## config.mk

```make
export PLATFORM = sky130hd
export DESIGN_NAME = ps2_scancode_decoder_flat
export DESIGN_NICKNAME = d
export VERILOG_FILES = /design/src/rtl/ps2_scancode_decoder_pkg.sv /design/src/rtl/ps2_scancode_decoder_if.sv /design/src/rtl/ps2_scancode_decoder_ascii_rom.sv /design/src/rtl/ps2_scancode_decoder.sv /design/src/flat_wrapper.sv
export SDC_FILE = /design/constraint.sdc
export NUM_CORES = 1
export LEC_CHECK = 0
export BUFFER_PORTS_ARGS = -buffer_cell sky130_fd_sc_hd__buf_2
export CORE_MARGIN = 2
export CORE_UTILIZATION = 48
export CTS_BUF_LIST = sky130_fd_sc_hd__clkbuf_16
export CTS_CLUSTER_DIAMETER = 30
export DETAILED_ROUTE_END_ITERATION = 7
export HOLD_SLACK_MARGIN = 0.02
export PLACE_DENSITY = 0.75
export SYNTH_ARGS = -nofsm -noshare
export SYNTH_HDL_FRONTEND = slang
export SYNTH_SLANG_ARGS = --single-unit
```

## constraint.sdc

```tcl
create_clock -name clk -period 2.8 [get_ports clk]
set_clock_uncertainty 0.05 [all_clocks]
set_input_delay 0.7 -clock clk [delete_from_list [all_inputs] [get_ports clk]]
set_output_delay 0.7 -clock clk [all_outputs]
set_load 0.02 [all_outputs]
```

## src/rtl/ps2_scancode_decoder_pkg.sv

```systemverilog
// Shared PS/2 set-2 decoder definitions: prefix bytes, keyboard control codes and FSM encodings.
package ps2_scancode_decoder_pkg;

    localparam logic [7:0] PS2_PFX_EXT   = 8'hE0;
    localparam logic [7:0] PS2_PFX_BRK   = 8'hF0;
    localparam logic [7:0] PS2_PFX_PAUSE = 8'hE1;

    localparam logic [7:0] PS2_CTL_ERR0   = 8'h00;
    localparam logic [7:0] PS2_CTL_BAT    = 8'hAA;
    localparam logic [7:0] PS2_CTL_ACK    = 8'hFA;
    localparam logic [7:0] PS2_CTL_RESEND = 8'hFE;
    localparam logic [7:0] PS2_CTL_ERR1   = 8'hFF;

    localparam logic [2:0] ST_IDLE = 3'd0;
    localparam logic [2:0] ST_E0   = 3'd1;
    localparam logic [2:0] ST_F0   = 3'd2;
    localparam logic [2:0] ST_E0F0 = 3'd3;
    localparam logic [2:0] ST_SKIP = 3'd4;

    // Pause sends E1 followed by seven more bytes that carry no usable key event.
    localparam logic [2:0] PAUSE_SKIP_LEN = 3'd7;

    typedef enum logic [2:0] {
        S_IDLE = ST_IDLE,
        S_E0   = ST_E0,
        S_F0   = ST_F0,
        S_E0F0 = ST_E0F0,
        S_SKIP = ST_SKIP
    } state_e;

    function automatic logic isCtrlCode(input logic [7:0] b);
        return (b == PS2_CTL_ERR0) || (b == PS2_CTL_BAT) || (b == PS2_CTL_ACK) ||
               (b == PS2_CTL_RESEND) || (b == PS2_CTL_ERR1);
    endfunction

endpackage

```

## src/rtl/ps2_scancode_decoder_if.sv

```systemverilog
// Byte-in / key-event-out bundle of the scan-code decoder; slave is the decoder side.
interface ps2_scancode_decoder_if #(parameter int CNT_W = 8);

    logic [7:0]       kb_data;
    logic             kb_ready;
    logic             kb_ack_n;
    logic             evt_valid;
    logic             evt_make;
    logic             evt_ext;
    logic [7:0]       evt_code;
    logic             evt_repeat;
    logic [7:0]       evt_ascii;
    logic             key_held;
    logic [CNT_W-1:0] press_count;

    modport master (
        output kb_data, kb_ready,
        input  kb_ack_n, evt_valid, evt_make, evt_ext, evt_code, evt_repeat,
               evt_ascii, key_held, press_count
    );

    modport slave (
        input  kb_data, kb_ready,
        output kb_ack_n, evt_valid, evt_make, evt_ext, evt_code, evt_repeat,
               evt_ascii, key_held, press_count
    );

endinterface

```

## src/rtl/ps2_scancode_decoder_ascii_rom.sv

```systemverilog
// Scan-code set 2 to ASCII table: lowercase letters, digits, space, enter and backspace.
// Only instantiated when PS2_ASCII_LUT_EN is defined.
module ps2_ascii_rom (
    input  logic [7:0] code_i,
    output logic [7:0] ascii_o
);

    always_comb begin
        ascii_o = 8'h00;
        case (code_i)
            8'h1C: ascii_o = 8'h61;  8'h32: ascii_o = 8'h62;  8'h21: ascii_o = 8'h63;
            8'h23: ascii_o = 8'h64;  8'h24: ascii_o = 8'h65;  8'h2B: ascii_o = 8'h66;
            8'h34: ascii_o = 8'h67;  8'h33: ascii_o = 8'h68;  8'h43: ascii_o = 8'h69;
            8'h3B: ascii_o = 8'h6A;  8'h42: ascii_o = 8'h6B;  8'h4B: ascii_o = 8'h6C;
            8'h3A: ascii_o = 8'h6D;  8'h31: ascii_o = 8'h6E;  8'h44: ascii_o = 8'h6F;
            8'h4D: ascii_o = 8'h70;  8'h15: ascii_o = 8'h71;  8'h2D: ascii_o = 8'h72;
            8'h1B: ascii_o = 8'h73;  8'h2C: ascii_o = 8'h74;  8'h3C: ascii_o = 8'h75;
            8'h2A: ascii_o = 8'h76;  8'h1D: ascii_o = 8'h77;  8'h22: ascii_o = 8'h78;
            8'h35: ascii_o = 8'h79;  8'h1A: ascii_o = 8'h7A;
            8'h45: ascii_o = 8'h30;  8'h16: ascii_o = 8'h31;  8'h1E: ascii_o = 8'h32;
            8'h26: ascii_o = 8'h33;  8'h25: ascii_o = 8'h34;  8'h2E: ascii_o = 8'h35;
            8'h36: ascii_o = 8'h36;  8'h3D: ascii_o = 8'h37;  8'h3E: ascii_o = 8'h38;
            8'h46: ascii_o = 8'h39;
            8'h29: ascii_o = 8'h20;  8'h5A: ascii_o = 8'h0D;  8'h66: ascii_o = 8'h08;
            default: ascii_o = 8'h00;
        endcase
    end

endmodule

```

## src/rtl/ps2_scancode_decoder.sv

```systemverilog
// Pops set-2 scan-code bytes from the PS/2 FIFO, strips E0/F0/E1 prefixes and emits key events.
// Define PS2_ASCII_LUT_EN to populate evt_ascii from ps2_ascii_rom; otherwise it stays 0.
module ps2_scancode_decoder
    import ps2_scancode_decoder_pkg::*;
#(
    parameter int CNT_W = 8
) (
    input logic clk,
    input logic rst,
    ps2_scancode_decoder_if.slave bus
);

    state_e           state_q, state_d;
    logic [2:0]       skipCnt_q, skipCnt_d;
    logic             held_q;
    logic             heldExt_q;
    logic [7:0]       heldCode_q;
    logic [CNT_W-1:0] pressCount_q;
    logic             evtValid_q, evtMake_q, evtExt_q, evtRepeat_q;
    logic [7:0]       evtCode_q, evtAscii_q;

    logic             consume;
    logic             emit, emitMake, emitExt;
    logic             sameKey;
    logic [7:0]       asciiNext;

    // The decoder never stalls: every byte offered outside reset is popped at once.
    assign consume      = bus.kb_ready & ~rst;
    assign bus.kb_ack_n = ~consume;

    assign sameKey = held_q && (heldExt_q == emitExt) && (heldCode_q == bus.kb_data);

`ifdef PS2_ASCII_LUT_EN
    logic [7:0] romAscii;

    ps2_ascii_rom uAsciiRom (
        .code_i  (bus.kb_data),
        .ascii_o (romAscii)
    );

    assign asciiNext = emitExt ? 8'h00 : romAscii;
`else
    assign asciiNext = 8'h00;
`endif

    always_comb begin
        state_d   = state_q;
        skipCnt_d = skipCnt_q;
        emit      = 1'b0;
        emitMake  = 1'b0;
        emitExt   = 1'b0;
        if (consume) begin
            if (state_q == S_SKIP) begin
                skipCnt_d = skipCnt_q - 3'd1;
                if (skipCnt_q == 3'd1) state_d = S_IDLE;
            end else if (bus.kb_data == PS2_PFX_PAUSE) begin
                state_d   = S_SKIP;
                skipCnt_d = PAUSE_SKIP_LEN;
            end else if (bus.kb_data == PS2_PFX_EXT) begin
                state_d = S_E0;
            end else if (bus.kb_data == PS2_PFX_BRK) begin
                // A break prefix keeps whatever extended-ness was already seen.
                state_d = (state_q == S_E0 || state_q == S_E0F0) ? S_E0F0 : S_F0;
            end else if (!(state_q == S_IDLE && isCtrlCode(bus.kb_data))) begin
                emit     = 1'b1;
                emitMake = (state_q == S_IDLE) || (state_q == S_E0);
                emitExt  = (state_q == S_E0) || (state_q == S_E0F0);
                state_d  = S_IDLE;
            end
        end
    end

    always_ff @(posedge clk) begin
        if (rst) begin
            state_q      <= S_IDLE;
            skipCnt_q    <= 3'd0;
            held_q       <= 1'b0;
            heldExt_q    <= 1'b0;
            heldCode_q   <= 8'h00;
            pressCount_q <= '0;
            evtValid_q   <= 1'b0;
            evtMake_q    <= 1'b0;
            evtExt_q     <= 1'b0;
            evtCode_q    <= 8'h00;
            evtRepeat_q  <= 1'b0;
            evtAscii_q   <= 8'h00;
        end else begin
            state_q    <= state_d;
            skipCnt_q  <= skipCnt_d;
            evtValid_q <= emit;
            if (emit) begin
                evtMake_q   <= emitMake;
                evtExt_q    <= emitExt;
                evtCode_q   <= bus.kb_data;
                evtAscii_q  <= asciiNext;
                evtRepeat_q <= emitMake & sameKey;
                // Only one key is tracked; a new make replaces it, a break of another key is ignored.
                if (emitMake && !sameKey) begin
                    held_q       <= 1'b1;
                    heldExt_q    <= emitExt;
                    heldCode_q   <= bus.kb_data;
                    pressCount_q <= pressCount_q + CNT_W'(1);
                end else if (!emitMake && sameKey) begin
                    held_q <= 1'b0;
                end
            end
        end
    end

    assign bus.evt_valid   = evtValid_q;
    assign bus.evt_make    = evtMake_q;
    assign bus.evt_ext     = evtExt_q;
    assign bus.evt_code    = evtCode_q;
    assign bus.evt_repeat  = evtRepeat_q;
    assign bus.evt_ascii   = evtAscii_q;
    assign bus.key_held    = held_q;
    assign bus.press_count = pressCount_q;

endmodule

```

## src/flat_wrapper.sv

```systemverilog
// flat-port wrapper written by rule: the top's interface ports become plain ports
module ps2_scancode_decoder_flat import ps2_scancode_decoder_pkg::*;
#(
    parameter int CNT_W = 8
)
  (clk, rst, bus_kb_data, bus_kb_ready, bus_kb_ack_n, bus_evt_valid, bus_evt_make, bus_evt_ext, bus_evt_code, bus_evt_repeat, bus_evt_ascii, bus_key_held, bus_press_count);
  ps2_scancode_decoder_if #(.CNT_W(CNT_W)) bus_i ();
  input logic clk;
  input logic rst;
  input wire logic [$bits(bus_i.kb_data)-1:0] bus_kb_data;
  input wire logic [$bits(bus_i.kb_ready)-1:0] bus_kb_ready;
  output wire logic [$bits(bus_i.kb_ack_n)-1:0] bus_kb_ack_n;
  output wire logic [$bits(bus_i.evt_valid)-1:0] bus_evt_valid;
  output wire logic [$bits(bus_i.evt_make)-1:0] bus_evt_make;
  output wire logic [$bits(bus_i.evt_ext)-1:0] bus_evt_ext;
  output wire logic [$bits(bus_i.evt_code)-1:0] bus_evt_code;
  output wire logic [$bits(bus_i.evt_repeat)-1:0] bus_evt_repeat;
  output wire logic [$bits(bus_i.evt_ascii)-1:0] bus_evt_ascii;
  output wire logic [$bits(bus_i.key_held)-1:0] bus_key_held;
  output wire logic [$bits(bus_i.press_count)-1:0] bus_press_count;
  assign bus_i.kb_data = bus_kb_data;
  assign bus_i.kb_ready = bus_kb_ready;
  assign bus_kb_ack_n = bus_i.kb_ack_n;
  assign bus_evt_valid = bus_i.evt_valid;
  assign bus_evt_make = bus_i.evt_make;
  assign bus_evt_ext = bus_i.evt_ext;
  assign bus_evt_code = bus_i.evt_code;
  assign bus_evt_repeat = bus_i.evt_repeat;
  assign bus_evt_ascii = bus_i.evt_ascii;
  assign bus_key_held = bus_i.key_held;
  assign bus_press_count = bus_i.press_count;
  ps2_scancode_decoder #(.CNT_W(CNT_W)) u_core (.clk(clk), .rst(rst), .bus(bus_i));
endmodule
```

==> results of run 1 <==
[logic make-up (layout without fill, tap and decap cells)]
kind of cell    Yosys count  after routing  synth area share (%)
fa+ha+maj                 5              5                  3.36
mux                       1              1                 0.538
buf+inv                  32             72                  9.35
simple gates             72             72                  21.5
other cells               1              8                 0.202
compound gates           66             66                  22.0
xor+xnor                  9              9                  4.24
flops                    36             36                  38.8
[cells in the final DEF, fill, tap and decap left out, types with 2 or more instances in the layout]
cell       instances
or3_1              5
nand3_2            2
and3_1             2
nand2b_1           2
o311ai_0           3
buf_2             32
xor2_1             4
a211oi_1           2
nand2_1            8
nand3b_1           2
nand3_1           23
nand4_1            6
dfxtp_1           36
o31ai_1            5
conb_1             8
ha_1               4
or4_4              2
buf_4             23
xnor2_1            5
a31o_2             3
o41ai_1            3
nand2_2            3
clkbuf_16          5
a21oi_1           22
nor3_1             5
o21ai_0           20
inv_1             10
[where the power goes]
part | switching (µW) | total (µW) | internal, µW
logic | 91.9 | 146 | 53.7
clock network | 203 | 523 | 320
registers | 5.88 | 530 | 524
[stage by stage]
stage	instance area (µm²)	setup TNS [ns]	hold WS, ns
global placement	2190	-0.137	0.403
detailed placement	2190	-0.283	0.408
global route	2340	0	0.440
CTS	2330	0	0.415
floorplan	1990	-0.0763	0.404
finish	2340	0	0.414
[registers in the layout, indices dropped and copies added (netlist names)]
register and flops:
u_core.bus.evt_code 8, u_core.bus.evt_ext 1, u_core.bus.evt_make 1, u_core.bus.evt_repeat 1, u_core.bus.evt_valid 1, u_core.bus.key_held 1
u_core.bus.press_count 8, u_core.heldCode_q 8, u_core.heldExt_q 1, u_core.skipCnt_q 3, u_core.state_q 3
[worst max path at each step]
stage	to	cells past startpoint
floorplan	u_core.heldCode_q[2]	11
global placement	u_core.bus.press_count[6]	12
detailed placement	u_core.bus.press_count[6]	12
CTS	u_core.bus.press_count[6]	12
global route	u_core.bus.press_count[7]	13
finish	u_core.bus.press_count[4]	11
[layout make-up]
type                       count  area (µm²)  share of cell area, %
inverter                       9        33.8                   1.44
tap                           48        60.1                   2.56
clock buffer                   5         125                   5.34
clock inverter                 3        11.3                  0.481
sequential                    36         721                   30.8
timing repair buffer          55         333                   14.2
multi-input combinational    161        1060                   45.2
[worst max-delay path, stage by stage]
cell      delay (ns)
buf_2           0.10
buf_4           0.15
or4_4           0.41
or4_4           0.43
nand3_2         0.12
nor3_4          0.04
ha_2            0.21
buf_4           0.14
nand2_2         0.19
o311ai_0        0.19
o31ai_1         0.12
[per-layer routing]
layer	wire [µm]	GRT usage (%)
met1	2070	28.9
met4	55	11.0
met2	2150	33.9
met5	0	0
met3	297	6.64
[repair_timing]
item	in CTS	in global routing
endpoints found under the hold margin	0	0
endpoints found under the setup margin	0	2
setup buffers	0	1
resized for setup	0	1
==> impl_metrics.xml, run 1 <==
<?xml version="1.0" encoding="UTF-8"?>
<metrics>
  <group name="status">
    <metric name="run_status" unit="">completed</metric>
  </group>
  <group name="power">
    <metric name="ir_worst_vdd" unit="µV">349</metric>
    <metric name="p_leak" unit="µW">0.000953</metric>
    <metric name="total_power" unit="µW">1200</metric>
    <metric name="p_per_area" unit="nW/µm²">512</metric>
  </group>
  <group name="placed_design">
    <metric name="dp_cells" unit="">308</metric>
    <metric name="setup_slack_at_placement" unit="ns">-0.112</metric>
    <metric name="placement.io_buffers" unit="">32</metric>
    <metric name="globalplace.congestion" unit="">0.840</metric>
    <metric name="post-dp-hpwl" unit="µm">3130</metric>
  </group>
  <group name="synth">
    <metric name="postSynthCellCount" unit="">222</metric>
    <metric name="ys_types" unit="">43</metric>
    <metric name="async_reset_ff_share" unit="%">0</metric>
    <metric name="ys_seq_elements" unit="">36</metric>
    <metric name="synth_enable_flop_cells" unit="">0</metric>
    <metric name="netlist_top_cells_area" unit="">dfxtp_1, nand3_1, a21oi_1, o21ai_0, buf_4</metric>
    <metric name="most_common_cell_in_the_netlist" unit="">dfxtp_1</metric>
    <metric name="synth_top_area_share" unit="%">38.8</metric>
    <metric name="yosysSeqAreaShare" unit="%">38.8</metric>
    <metric name="ys.warnings.count" unit="">0</metric>
    <metric name="ys_top_cells_by_count" unit="">dfxtp_1, nand3_1, a21oi_1</metric>
    <metric name="synth_top_flop_cell" unit="">dfxtp_1</metric>
    <metric name="syn_area_per_cell" unit="µm²">8.38</metric>
    <metric name="netlist.top_cell.by_area" unit="">dfxtp_1</metric>
    <metric name="mappedNetlistArea" unit="µm²">1860</metric>
  </group>
  <group name="layout">
    <metric name="instances_no_fill" unit="">317</metric>
    <metric name="num_antenna_cells" unit="">0</metric>
    <metric name="finalNetCount" unit="">284</metric>
    <metric name="fraction_of_final_layout_cells_with_drive_strength_greater_than_1" unit="%">29.7</metric>
    <metric name="fin_util" unit="%">63.5</metric>
    <metric name="fillers" unit="">349</metric>
    <metric name="syn2layout_area_growth" unit="%">26.0</metric>
  </group>
  <group name="timing">
    <metric name="timing.final.hold_violations" unit="">0</metric>
    <metric name="achievable-frequency" unit="MHz">373</metric>
    <metric name="final_min_period_over_clock_period" unit="%">95.8</metric>
    <metric name="final-setup-viol-count" unit="">0</metric>
    <metric name="grt_setup_unrepaired" unit="">false</metric>
    <metric name="finalWorstSetupSlack" unit="ns">0.118</metric>
    <metric name="final_period_minus_worst_setup_slack" unit="ns">2.68</metric>
    <metric name="report.final.slew_viol_count" unit="">0</metric>
  </group>
  <group name="floorplan">
    <metric name="initial_standard_cell_utilization_of_the_core" unit="%">50.4</metric>
    <metric name="die_width" unit="µm">66.2</metric>
    <metric name="fp-row-count" unit="">22</metric>
    <metric name="die_area" unit="µm²">4390</metric>
    <metric name="core" unit="µm²">3690</metric>
    <metric name="fp.dieH" unit="µm">66.2</metric>
    <metric name="boundaryPins" unit="">41</metric>
  </group>
  <group name="setup_path">
    <metric name="critPathKind" unit="">in2reg</metric>
    <metric name="required_time_of_the_worst_setup_path" unit="ns">2.93</metric>
    <metric name="cp-startpoint" unit="">bus_kb_data[6]</metric>
    <metric name="reg2reg_from" unit="">u_core.state_q[1]</metric>
    <metric name="worst-path-max-fanout" unit="">14</metric>
    <metric name="reg2reg_depth" unit="">9</metric>
    <metric name="reg2reg_slack" unit="ns">0.28</metric>
    <metric name="cp-end-kind" unit="">flop</metric>
    <metric name="cp.arrival" unit="ns">2.81</metric>
    <metric name="setup.worst_path.start_class" unit="">input port</metric>
    <metric name="reg_to_reg_end" unit="">u_core.bus.press_count[4]</metric>
  </group>
  <group name="global_routing">
    <metric name="grt_max_degree" unit="">30</metric>
    <metric name="global_route_wire_length_before_repair" unit="µm">7470</metric>
    <metric name="antenna_found_initial" unit="">0</metric>
    <metric name="vias_in_the_first_global_route" unit="">1638</metric>
    <metric name="groute.usage.overall" unit="%">22.4</metric>
    <metric name="gr-total-overflow" unit="">0</metric>
  </group>
  <group name="cts">
    <metric name="clk_pin_slew" unit="ns">0.05</metric>
    <metric name="cts_root_buf" unit="">clkbuf_16</metric>
    <metric name="tritoncts.num_buffers" unit="">5</metric>
    <metric name="tritoncts" unit="">built</metric>
    <metric name="cts.path.max_buffers" unit="">2</metric>
    <metric name="worst_skew_pair.late_latency" unit="ns">0.28</metric>
    <metric name="cts.sinks" unit="">36</metric>
    <metric name="ctsHtreeMaxLevel" unit="">2</metric>
    <metric name="cts_hold_repair.buffers" unit="">0</metric>
  </group>
  <group name="hold_path">
    <metric name="hold_end" unit="">u_core.bus.press_count[7]</metric>
    <metric name="min-delay-path-class" unit="">reg2reg</metric>
    <metric name="whs_path_depth" unit="">1</metric>
    <metric name="holdCritStartpoint" unit="">u_core.bus.press_count[7]</metric>
  </group>
  <group name="routing">
    <metric name="dr_total_vias" unit="">1826</metric>
    <metric name="detailedRoute.firstIterationViolations" unit="">129</metric>
    <metric name="route.antenna.remaining_nets" unit="">0</metric>
    <metric name="drt_first_pass_iters" unit="">4</metric>
    <metric name="drt-wirelength-per-cell" unit="µm">14.4</metric>
    <metric name="finalWirelength" unit="µm">4580</metric>
    <metric name="post-route-drc-count" unit="">0</metric>
    <metric name="avgViaCountPerCell" unit="">5.76</metric>
  </group>
  <group name="job">
    <metric name="timing.max_cap.violations" unit="">0</metric>
  </group>
</metrics>
Power figures use the tool's default switching activity.
==> run 2, diff against run 1 <==
==> constraint.sdc (replaced) <==
create_clock -name clk -period 2.8 [get_ports clk]
set_clock_uncertainty 0.05 [all_clocks]
set_input_delay 0.28 -clock clk [delete_from_list [all_inputs] [get_ports clk]]
set_output_delay 0.28 -clock clk [all_outputs]
set_load 0.02 [all_outputs]
==> run 2 against run 1 <==
  * Clock power about the same
  * Final area shrank 7.7%
  * Sequential cell count is the same
  * Cell count shrank 4.7%
  * Maximum frequency grew 5.3%
  * Count of clock-buffer cells in the layout is the same
  * Largest cell class unchanged
==> impl_metrics.xml, run 2 (synthesized netlist as in run 1, its figures left out) <==
<?xml version="1.0" encoding="UTF-8"?>
<metrics>
  <group name="routing">
    <metric name="detailedRoute.firstIterationViolations" unit="">125</metric>
    <metric name="post-route-drc-count" unit="">0</metric>
    <metric name="drt-wirelength-per-cell" unit="µm">14.5</metric>
    <metric name="finalWirelength" unit="µm">4380</metric>
    <metric name="dr_total_vias" unit="">1699</metric>
    <metric name="drt_first_pass_iters" unit="">4</metric>
    <metric name="route.antenna.remaining_nets" unit="">0</metric>
    <metric name="avgViaCountPerCell" unit="">5.63</metric>
  </group>
  <group name="power">
    <metric name="ir_worst_vdd" unit="µV">239</metric>
    <metric name="p_leak" unit="µW">0.000863</metric>
    <metric name="p_per_area" unit="nW/µm²">543</metric>
  </group>
  <group name="setup_path">
    <metric name="worst_setup_path_endpoint" unit="">u_core.bus.press_count[4]</metric>
    <metric name="reg2reg_from" unit="">u_core.state_q[1]</metric>
    <metric name="reg_to_reg_end" unit="">u_core.bus.press_count[4]</metric>
    <metric name="worst-path-max-fanout" unit="">10</metric>
    <metric name="reg2reg_slack" unit="ns">0.25</metric>
    <metric name="critPathKind" unit="">reg2reg</metric>
    <metric name="crit_slowest_cell" unit="">or4_1</metric>
    <metric name="required_time_of_the_worst_setup_path" unit="ns">2.90</metric>
    <metric name="cp-startpoint" unit="">u_core.state_q[1]</metric>
    <metric name="setup.worst_path.start_class" unit="">flop</metric>
    <metric name="worstPathCellList" unit="">or3_1 &gt; or4_1 &gt; nand3_1 &gt; nor3_1 &gt; ha_1 &gt; inv_1 &gt; nor2_1 &gt; buf_4 &gt; nand2_1 &gt; o31ai_1</metric>
    <metric name="cp.arrival" unit="ns">2.65</metric>
    <metric name="critical-path-max-stage-delay" unit="ns">0.57</metric>
    <metric name="cp-end-kind" unit="">flop</metric>
    <metric name="reg2reg_depth" unit="">10</metric>
  </group>
  <group name="floorplan">
    <metric name="fp-row-count" unit="">22</metric>
    <metric name="boundaryPins" unit="">41</metric>
    <metric name="die_width" unit="µm">66.2</metric>
    <metric name="fp.dieH" unit="µm">66.2</metric>
    <metric name="core" unit="µm²">3690</metric>
    <metric name="die_area" unit="µm²">4390</metric>
    <metric name="initial_standard_cell_utilization_of_the_core" unit="%">50.4</metric>
  </group>
  <group name="layout">
    <metric name="layout.cells.most_common_list" unit="">dfxtp_1, buf_2, nand3_1</metric>
    <metric name="num_antenna_cells" unit="">0</metric>
    <metric name="multi_input_area" unit="µm²">991</metric>
    <metric name="finalNetCount" unit="">269</metric>
    <metric name="seqCellArea" unit="µm²">721</metric>
    <metric name="instances_no_fill" unit="">302</metric>
    <metric name="fraction_of_final_layout_cells_with_drive_strength_greater_than_1" unit="%">20.5</metric>
    <metric name="fin_util" unit="%">58.6</metric>
    <metric name="syn2layout_area_growth" unit="%">16.3</metric>
    <metric name="commonest_non_fill_non_tap_cell_in_the_layout" unit="">dfxtp_1</metric>
    <metric name="fillers" unit="">368</metric>
  </group>
  <group name="timing">
    <metric name="fin_setup_tns" unit="ns">0</metric>
    <metric name="whs" unit="ns">0.258</metric>
    <metric name="final-setup-viol-count" unit="">0</metric>
    <metric name="timing.final.hold_violations" unit="">0</metric>
    <metric name="achievable-frequency" unit="MHz">393</metric>
    <metric name="final_period_minus_worst_setup_slack" unit="ns">2.55</metric>
    <metric name="report.final.slew_viol_count" unit="">0</metric>
    <metric name="grt_setup_unrepaired" unit="">false</metric>
    <metric name="final_min_period_over_clock_period" unit="%">90.9</metric>
  </group>
  <group name="global_routing">
    <metric name="vias_in_the_first_global_route" unit="">1487</metric>
    <metric name="antenna_found_initial" unit="">0</metric>
    <metric name="grt_max_degree" unit="">30</metric>
    <metric name="groute.usage.overall" unit="%">21.0</metric>
    <metric name="global_route_wire_length_before_repair" unit="µm">7040</metric>
    <metric name="gr-total-overflow" unit="">0</metric>
  </group>
  <group name="placed_design">
    <metric name="post-dp-hpwl" unit="µm">3010</metric>
    <metric name="globalplace.congestion" unit="">0.895</metric>
    <metric name="dp_cells" unit="">294</metric>
    <metric name="placement.io_buffers" unit="">32</metric>
  </group>
  <group name="cts">
    <metric name="ctsHtreeMaxLevel" unit="">2</metric>
    <metric name="worst_skew_pair.late_latency" unit="ns">0.28</metric>
    <metric name="tritoncts.num_buffers" unit="">5</metric>
    <metric name="cts.sinks" unit="">36</metric>
    <metric name="tritoncts" unit="">built</metric>
    <metric name="cts.path.max_buffers" unit="">2</metric>
    <metric name="post_cts.repair.setup_buffers" unit="">0</metric>
    <metric name="cts_hold_repair.buffers" unit="">0</metric>
    <metric name="clk_pin_slew" unit="ns">0.05</metric>
    <metric name="cts_repair_resize_count" unit="">0</metric>
    <metric name="cts_root_buf" unit="">clkbuf_16</metric>
  </group>
  <group name="hold_path">
    <metric name="holdCritStartpoint" unit="">bus_kb_data[1]</metric>
    <metric name="min-delay-path-class" unit="">in2reg</metric>
  </group>
  <group name="job">
    <metric name="timing.max_cap.violations" unit="">0</metric>
  </group>
  <group name="status">
    <metric name="run_status" unit="">completed</metric>
  </group>
</metrics>
-- run 2: worst min path at each step --
| stage | endpoint | slack (ns) | cells after the start |
|---|---|---|---|
| after floorplan | u_core.bus.evt_code[1] | 0.38 | 2 |
| after global placement | u_core.bus.press_count[7] | 0.40 | 1 |
| after detailed placement | u_core.bus.press_count[7] | 0.41 | 1 |
| after CTS | u_core.bus.evt_code[3] | 0.25 | 3 |
| after global routing | u_core.bus.evt_code[1] | 0.27 | 3 |
| final | u_core.bus.evt_code[1] | 0.26 | 3 |
-- run 2: layer usage --
metal	wire length [µm]	GRT usage (%)
met5	0	0
met4	55	6.63
met3	274	5.96
met2	1990	32.3
met1	2070	28.4
-- run 2: report_power, final --
part           internal [µW]  switching, µW
combinational           38.7           84.2
sequential               524           5.60
clock                    320            201
total                    883            290
-- run 2: area by class of cell --
cell class / count / area share (%)
Clock buffer: 5 / 5.79
Clock inverter: 3 / 0.521
Inverter: 9 / 1.56
Multi-Input combinational cell: 161 / 45.8
Sequential cell: 36 / 33.3
Tap cell: 48 / 2.78
Timing Repair Buffer: 40 / 10.2
-- run 2: stage by stage --
step	total power (µW)	cell area [µm²]	setup WS [ns]
floorplan	633	1890	0.0562
global placement	662	2030	0.214
detailed placement	663	2030	0.165
CTS	1180	2160	0.274
global route	1220	2160	0.142
finish	1170	2160	0.254
-- run 2: worst max-delay path, delay by kind of cell, from the launching register on --
family | cells | cell delay (ns)
compound gates | 1 | 0.09
fa+ha+maj | 1 | 0.24
buf+inv | 2 | 0.27
flops | 1 | 0.35
simple gates | 6 | 1.42
==> run 3, diff against run 2 <==
--- a/config.mk
+++ b/config.mk
@@ -11,8 +11,10 @@
 export CTS_BUF_LIST = sky130_fd_sc_hd__clkbuf_16
 export CTS_CLUSTER_DIAMETER = 30
 export DETAILED_ROUTE_END_ITERATION = 7
+export GPL_TIMING_DRIVEN = 0
 export HOLD_SLACK_MARGIN = 0.02
 export PLACE_DENSITY = 0.75
 export SYNTH_ARGS = -nofsm -noshare
 export SYNTH_HDL_FRONTEND = slang
+export SYNTH_HIERARCHICAL = 1
 export SYNTH_SLANG_ARGS = --single-unit
==> run 3 against run 2 <==
  * Clock power decreased by 1%
  * Sequential share of layout area decreased by 1.6 points
  * Cell count decreased by 2.0%
  * Via count decreased by 6.7%
  * Final area increased by 5.6%
  * Power increased by 0.94%
  * Utilization increased by 2.8 points
  * Sequential cell count unchanged
  * Sequential power about the same
  * Critical endpoint is now u_core/bus.press_count[7]
  * Highest routed layer unchanged
==> impl_metrics.xml, run 3 <==
<?xml version="1.0" encoding="UTF-8"?>
<metrics>
  <group name="cts">
    <metric name="tritoncts.num_buffers" unit="">5</metric>
    <metric name="ctsHtreeMaxLevel" unit="">2</metric>
    <metric name="cts_hold_repair.buffers" unit="">0</metric>
    <metric name="cts.sinks" unit="">36</metric>
    <metric name="tritoncts" unit="">built</metric>
    <metric name="worst_skew_pair.late_latency" unit="ns">0.28</metric>
    <metric name="cts.path.max_buffers" unit="">2</metric>
    <metric name="cts_root_buf" unit="">clkbuf_16</metric>
    <metric name="clk_pin_slew" unit="ns">0.05</metric>
  </group>
  <group name="synth">
    <metric name="synthesized_area_fraction_occupied_by_ao_oa_aoi_and_oai_cells" unit="%">9.97</metric>
    <metric name="netlist_top_cells_area" unit="">dfxtp_1, mux2i_1, nand2_1, buf_4, ha_1</metric>
    <metric name="ys_top_cells_by_count" unit="">dfxtp_1, nand2_1, mux2i_1</metric>
    <metric name="synth_top_area_share" unit="%">38.3</metric>
    <metric name="yosys.area_share.adder" unit="%">3.32</metric>
    <metric name="mappedNetlistArea" unit="µm²">1880</metric>
    <metric name="ys_types" unit="">44</metric>
    <metric name="synth_enable_flop_cells" unit="">0</metric>
    <metric name="yosys.area_share.xor_xnor" unit="%">4.19</metric>
    <metric name="netlist.top_cell.by_area" unit="">dfxtp_1</metric>
    <metric name="postSynthCellCount" unit="">204</metric>
    <metric name="most_common_cell_in_the_netlist" unit="">dfxtp_1</metric>
    <metric name="ys.warnings.count" unit="">6</metric>
    <metric name="synth.area.mux_share" unit="%">12.8</metric>
    <metric name="yosys.area_share.simple" unit="%">23.8</metric>
    <metric name="synth_top_family_by_area" unit="">simple AND/OR/NAND/NOR gates</metric>
    <metric name="async_reset_ff_share" unit="%">0</metric>
    <metric name="yosysSeqAreaShare" unit="%">38.3</metric>
    <metric name="synth_top_flop_cell" unit="">dfxtp_1</metric>
    <metric name="ys_seq_elements" unit="">36</metric>
    <metric name="syn_area_per_cell" unit="µm²">9.23</metric>
  </group>
  <group name="power">
    <metric name="p_leak" unit="µW">0.00101</metric>
    <metric name="ir_worst_vdd" unit="µV">423</metric>
    <metric name="share_comb_of_total_power" unit="%">11.6</metric>
    <metric name="power_frac_clock" unit="%">43.5</metric>
    <metric name="power_report.internal_total" unit="µW">898</metric>
    <metric name="pwr-share-seq" unit="%">44.9</metric>
    <metric name="p_sw" unit="µW">286</metric>
    <metric name="sw_frac_of_total" unit="%">24.2</metric>
    <metric name="p_per_area" unit="nW/µm²">519</metric>
  </group>
  <group name="routing">
    <metric name="wl_met2" unit="µm">1890</metric>
    <metric name="detailedRoute.firstIterationViolations" unit="">65</metric>
    <metric name="finalWirelength" unit="µm">4040</metric>
    <metric name="met3WireLength" unit="µm">228</metric>
    <metric name="dr_total_vias" unit="">1585</metric>
    <metric name="met1_length" unit="µm">1850</metric>
    <metric name="avgViaCountPerCell" unit="">5.35</metric>
    <metric name="drt-wirelength-per-cell" unit="µm">13.6</metric>
    <metric name="topRoutingLayerUsed" unit="">met4</metric>
    <metric name="post-route-drc-count" unit="">0</metric>
    <metric name="drt_first_pass_iters" unit="">5</metric>
    <metric name="route.antenna.remaining_nets" unit="">0</metric>
  </group>
  <group name="hold_path">
    <metric name="holdCritStartpoint" unit="">bus_kb_data[0]</metric>
    <metric name="whs_path_depth" unit="">3</metric>
    <metric name="min-delay-path-class" unit="">in2reg</metric>
    <metric name="hold_end" unit="">u_core/heldCode_q[0]</metric>
  </group>
  <group name="job">
    <metric name="timing.max_cap.violations" unit="">0</metric>
  </group>
  <group name="global_routing">
    <metric name="gr-total-overflow" unit="">0</metric>
    <metric name="vias_in_the_first_global_route" unit="">1452</metric>
    <metric name="grt_max_degree" unit="">11</metric>
    <metric name="global_route_wire_length_before_repair" unit="µm">6680</metric>
    <metric name="groute.usage.overall" unit="%">20.0</metric>
    <metric name="antenna_found_initial" unit="">0</metric>
  </group>
  <group name="setup_path">
    <metric name="reg_to_reg_end" unit="">u_core/bus.press_count[7]</metric>
    <metric name="required_time_of_the_worst_setup_path" unit="ns">2.97</metric>
    <metric name="setup.worst_path.start_class" unit="">input port</metric>
    <metric name="cp.arrival" unit="ns">2.73</metric>
    <metric name="reg2reg_depth" unit="">10</metric>
    <metric name="critPathKind" unit="">in2reg</metric>
    <metric name="cp-end-kind" unit="">flop</metric>
    <metric name="worstPathCellList" unit="">buf_2 &gt; or4b_4 &gt; o311ai_4 &gt; or3b_2 &gt; xor2_1 &gt; nand4_1 &gt; ha_4 &gt; and3_1 &gt; nand3_1 &gt; or4_1 &gt; a21oi_1</metric>
    <metric name="crit_slowest_cell" unit="">or4b_4</metric>
    <metric name="reg2reg_slack" unit="ns">0.25</metric>
    <metric name="reg2reg_from" unit="">u_core/state_q[2]</metric>
    <metric name="critical-path-max-stage-delay" unit="ns">0.56</metric>
    <metric name="worst-path-max-fanout" unit="">7</metric>
  </group>
  <group name="floorplan">
    <metric name="die_area" unit="µm²">4440</metric>
    <metric name="fp.dieH" unit="µm">66.6</metric>
    <metric name="core" unit="µm²">3720</metric>
    <metric name="boundaryPins" unit="">41</metric>
    <metric name="fp-row-count" unit="">22</metric>
    <metric name="die_width" unit="µm">66.6</metric>
    <metric name="initial_standard_cell_utilization_of_the_core" unit="%">50.7</metric>
  </group>
  <group name="timing">
    <metric name="fin_setup_tns" unit="ns">0</metric>
    <metric name="final_min_period_over_clock_period" unit="%">91.6</metric>
    <metric name="timing.final.hold_violations" unit="">0</metric>
    <metric name="max-slew-margin-rel" unit="%">61.5</metric>
    <metric name="achievable-frequency" unit="MHz">390</metric>
    <metric name="whs" unit="ns">0.230</metric>
    <metric name="tightest_slew" unit="ns">0.573</metric>
    <metric name="grt_setup_unrepaired" unit="">false</metric>
    <metric name="final_period_minus_worst_setup_slack" unit="ns">2.56</metric>
    <metric name="report.final.slew_viol_count" unit="">0</metric>
    <metric name="final-setup-viol-count" unit="">0</metric>
  </group>
  <group name="placed_design">
    <metric name="post-dp-hpwl" unit="µm">2900</metric>
    <metric name="placement.io_buffers" unit="">29</metric>
    <metric name="globalplace.congestion" unit="">0.832</metric>
    <metric name="dp_cells" unit="">288</metric>
    <metric name="post_dp_cell_area" unit="µm²">2110</metric>
  </group>
  <group name="layout">
    <metric name="instances_no_fill" unit="">296</metric>
    <metric name="commonest_non_fill_non_tap_cell_in_the_layout" unit="">dfxtp_1</metric>
    <metric name="syn2layout_area_growth" unit="%">21.2</metric>
    <metric name="num_antenna_cells" unit="">0</metric>
    <metric name="fillers" unit="">336</metric>
    <metric name="fin_util" unit="%">61.4</metric>
    <metric name="stdcell_area" unit="µm²">2280</metric>
    <metric name="layout.cells.most_common_list" unit="">dfxtp_1, buf_2, nand2_1</metric>
    <metric name="finalNetCount" unit="">263</metric>
    <metric name="fraction_of_final_layout_cells_with_drive_strength_greater_than_1" unit="%">25.0</metric>
  </group>
  <group name="status">
    <metric name="run_status" unit="">completed</metric>
  </group>
</metrics>
run 3: cell types whose count changed in the layout (fill, tap and decap cells not counted), moves of 4 or more:
cell and delta:
mux2i_1 +23, nand2_1 +21, nand3_1 -18, a21oi_1 -17
o21ai_0 -17, nor2_1 +11, clkbuf_1 +5, inv_1 -5
nor3_1 -5, or3_1 -4
run 3: stage by stage:
stage | setup WS, ns | total power [µW]
after floorplan | 0.176 | 639
after global routing | 0.0632 | 1230
after global placement | -0.145 | 675
final | 0.235 | 1180
after detailed placement | -0.195 | 677
after CTS | 0.0362 | 1190
run 3: timing repair:
| item | CTS | global route |
|---|---|---|
| resized for setup | 2 | 5 |
| setup buffers | 0 | 0 |
| gates cloned | 0 | 0 |
| pin swaps | 0 | 1 |
| setup endpoints to repair | 2 | 2 |
run 3: worst max path at each step:
stage / from / endpoint / slack, ns / depth (start not counted)
floorplan: bus_kb_data[4] / u_core/bus.press_count[7] / 0.18 / 11
global placement: bus_kb_data[6] / u_core/bus.press_count[7] / -0.14 / 11
detailed placement: bus_kb_data[6] / u_core/bus.press_count[7] / -0.19 / 11
CTS: u_core/state_q[2] / u_core/bus.press_count[7] / 0.04 / 10
global route: u_core/state_q[2] / u_core/bus.press_count[7] / 0.06 / 10
finish: bus_kb_data[1] / u_core/bus.press_count[7] / 0.24 / 11
run 3: power groups by stage:
stage | registers, µW | clock network (µW) | logic [µW]
floorplan | 553 | 0 | 86.5
detailed placement | 542 | 0 | 135
global route | 532 | 551 | 151
CTS | 531 | 527 | 136
finish | 532 | 515 | 138
global placement | 542 | 0 | 133
run 3: cell families after synthesis:
| logic type | after synthesis |
|---|---|
| mux | 24 |
| xor+xnor | 9 |
| compound gates | 22 |
| other cells | 1 |
| fa+ha+maj | 5 |
| buf+inv | 23 |
| simple gates | 84 |
| flops | 36 |
run 3: layout make-up:
cell class	instances	area, µm²	share of cell area [%]
inverter	4	15.0	0.658
clock buffer	5	125	5.48
buffer	19	126	5.54
sequential	36	723	31.7
tap	48	60.1	2.63
multi-input combinational	152	1080	47.1
timing repair buffer	29	145	6.36
clock inverter	3	11.3	0.493
run 3: routing by layer:
layer / vias to the layer above / track usage, %
met1: 746 / 24.2
li1: 788 / -
met5: - / 0
met2: 43 / 33.1
met3: 8 / 6.59
met4: 0 / 6.63
run 3: worst max-delay path, delay by kind of cell:
family                     cells  cell delay [ns]
adders and majority gates      1             0.19
buffers and inverters          1             0.14
and+or+nand+nor                6             1.61
AOI/OAI and AO/OA              2             0.42
xor gates and xnor gates       1             0.08
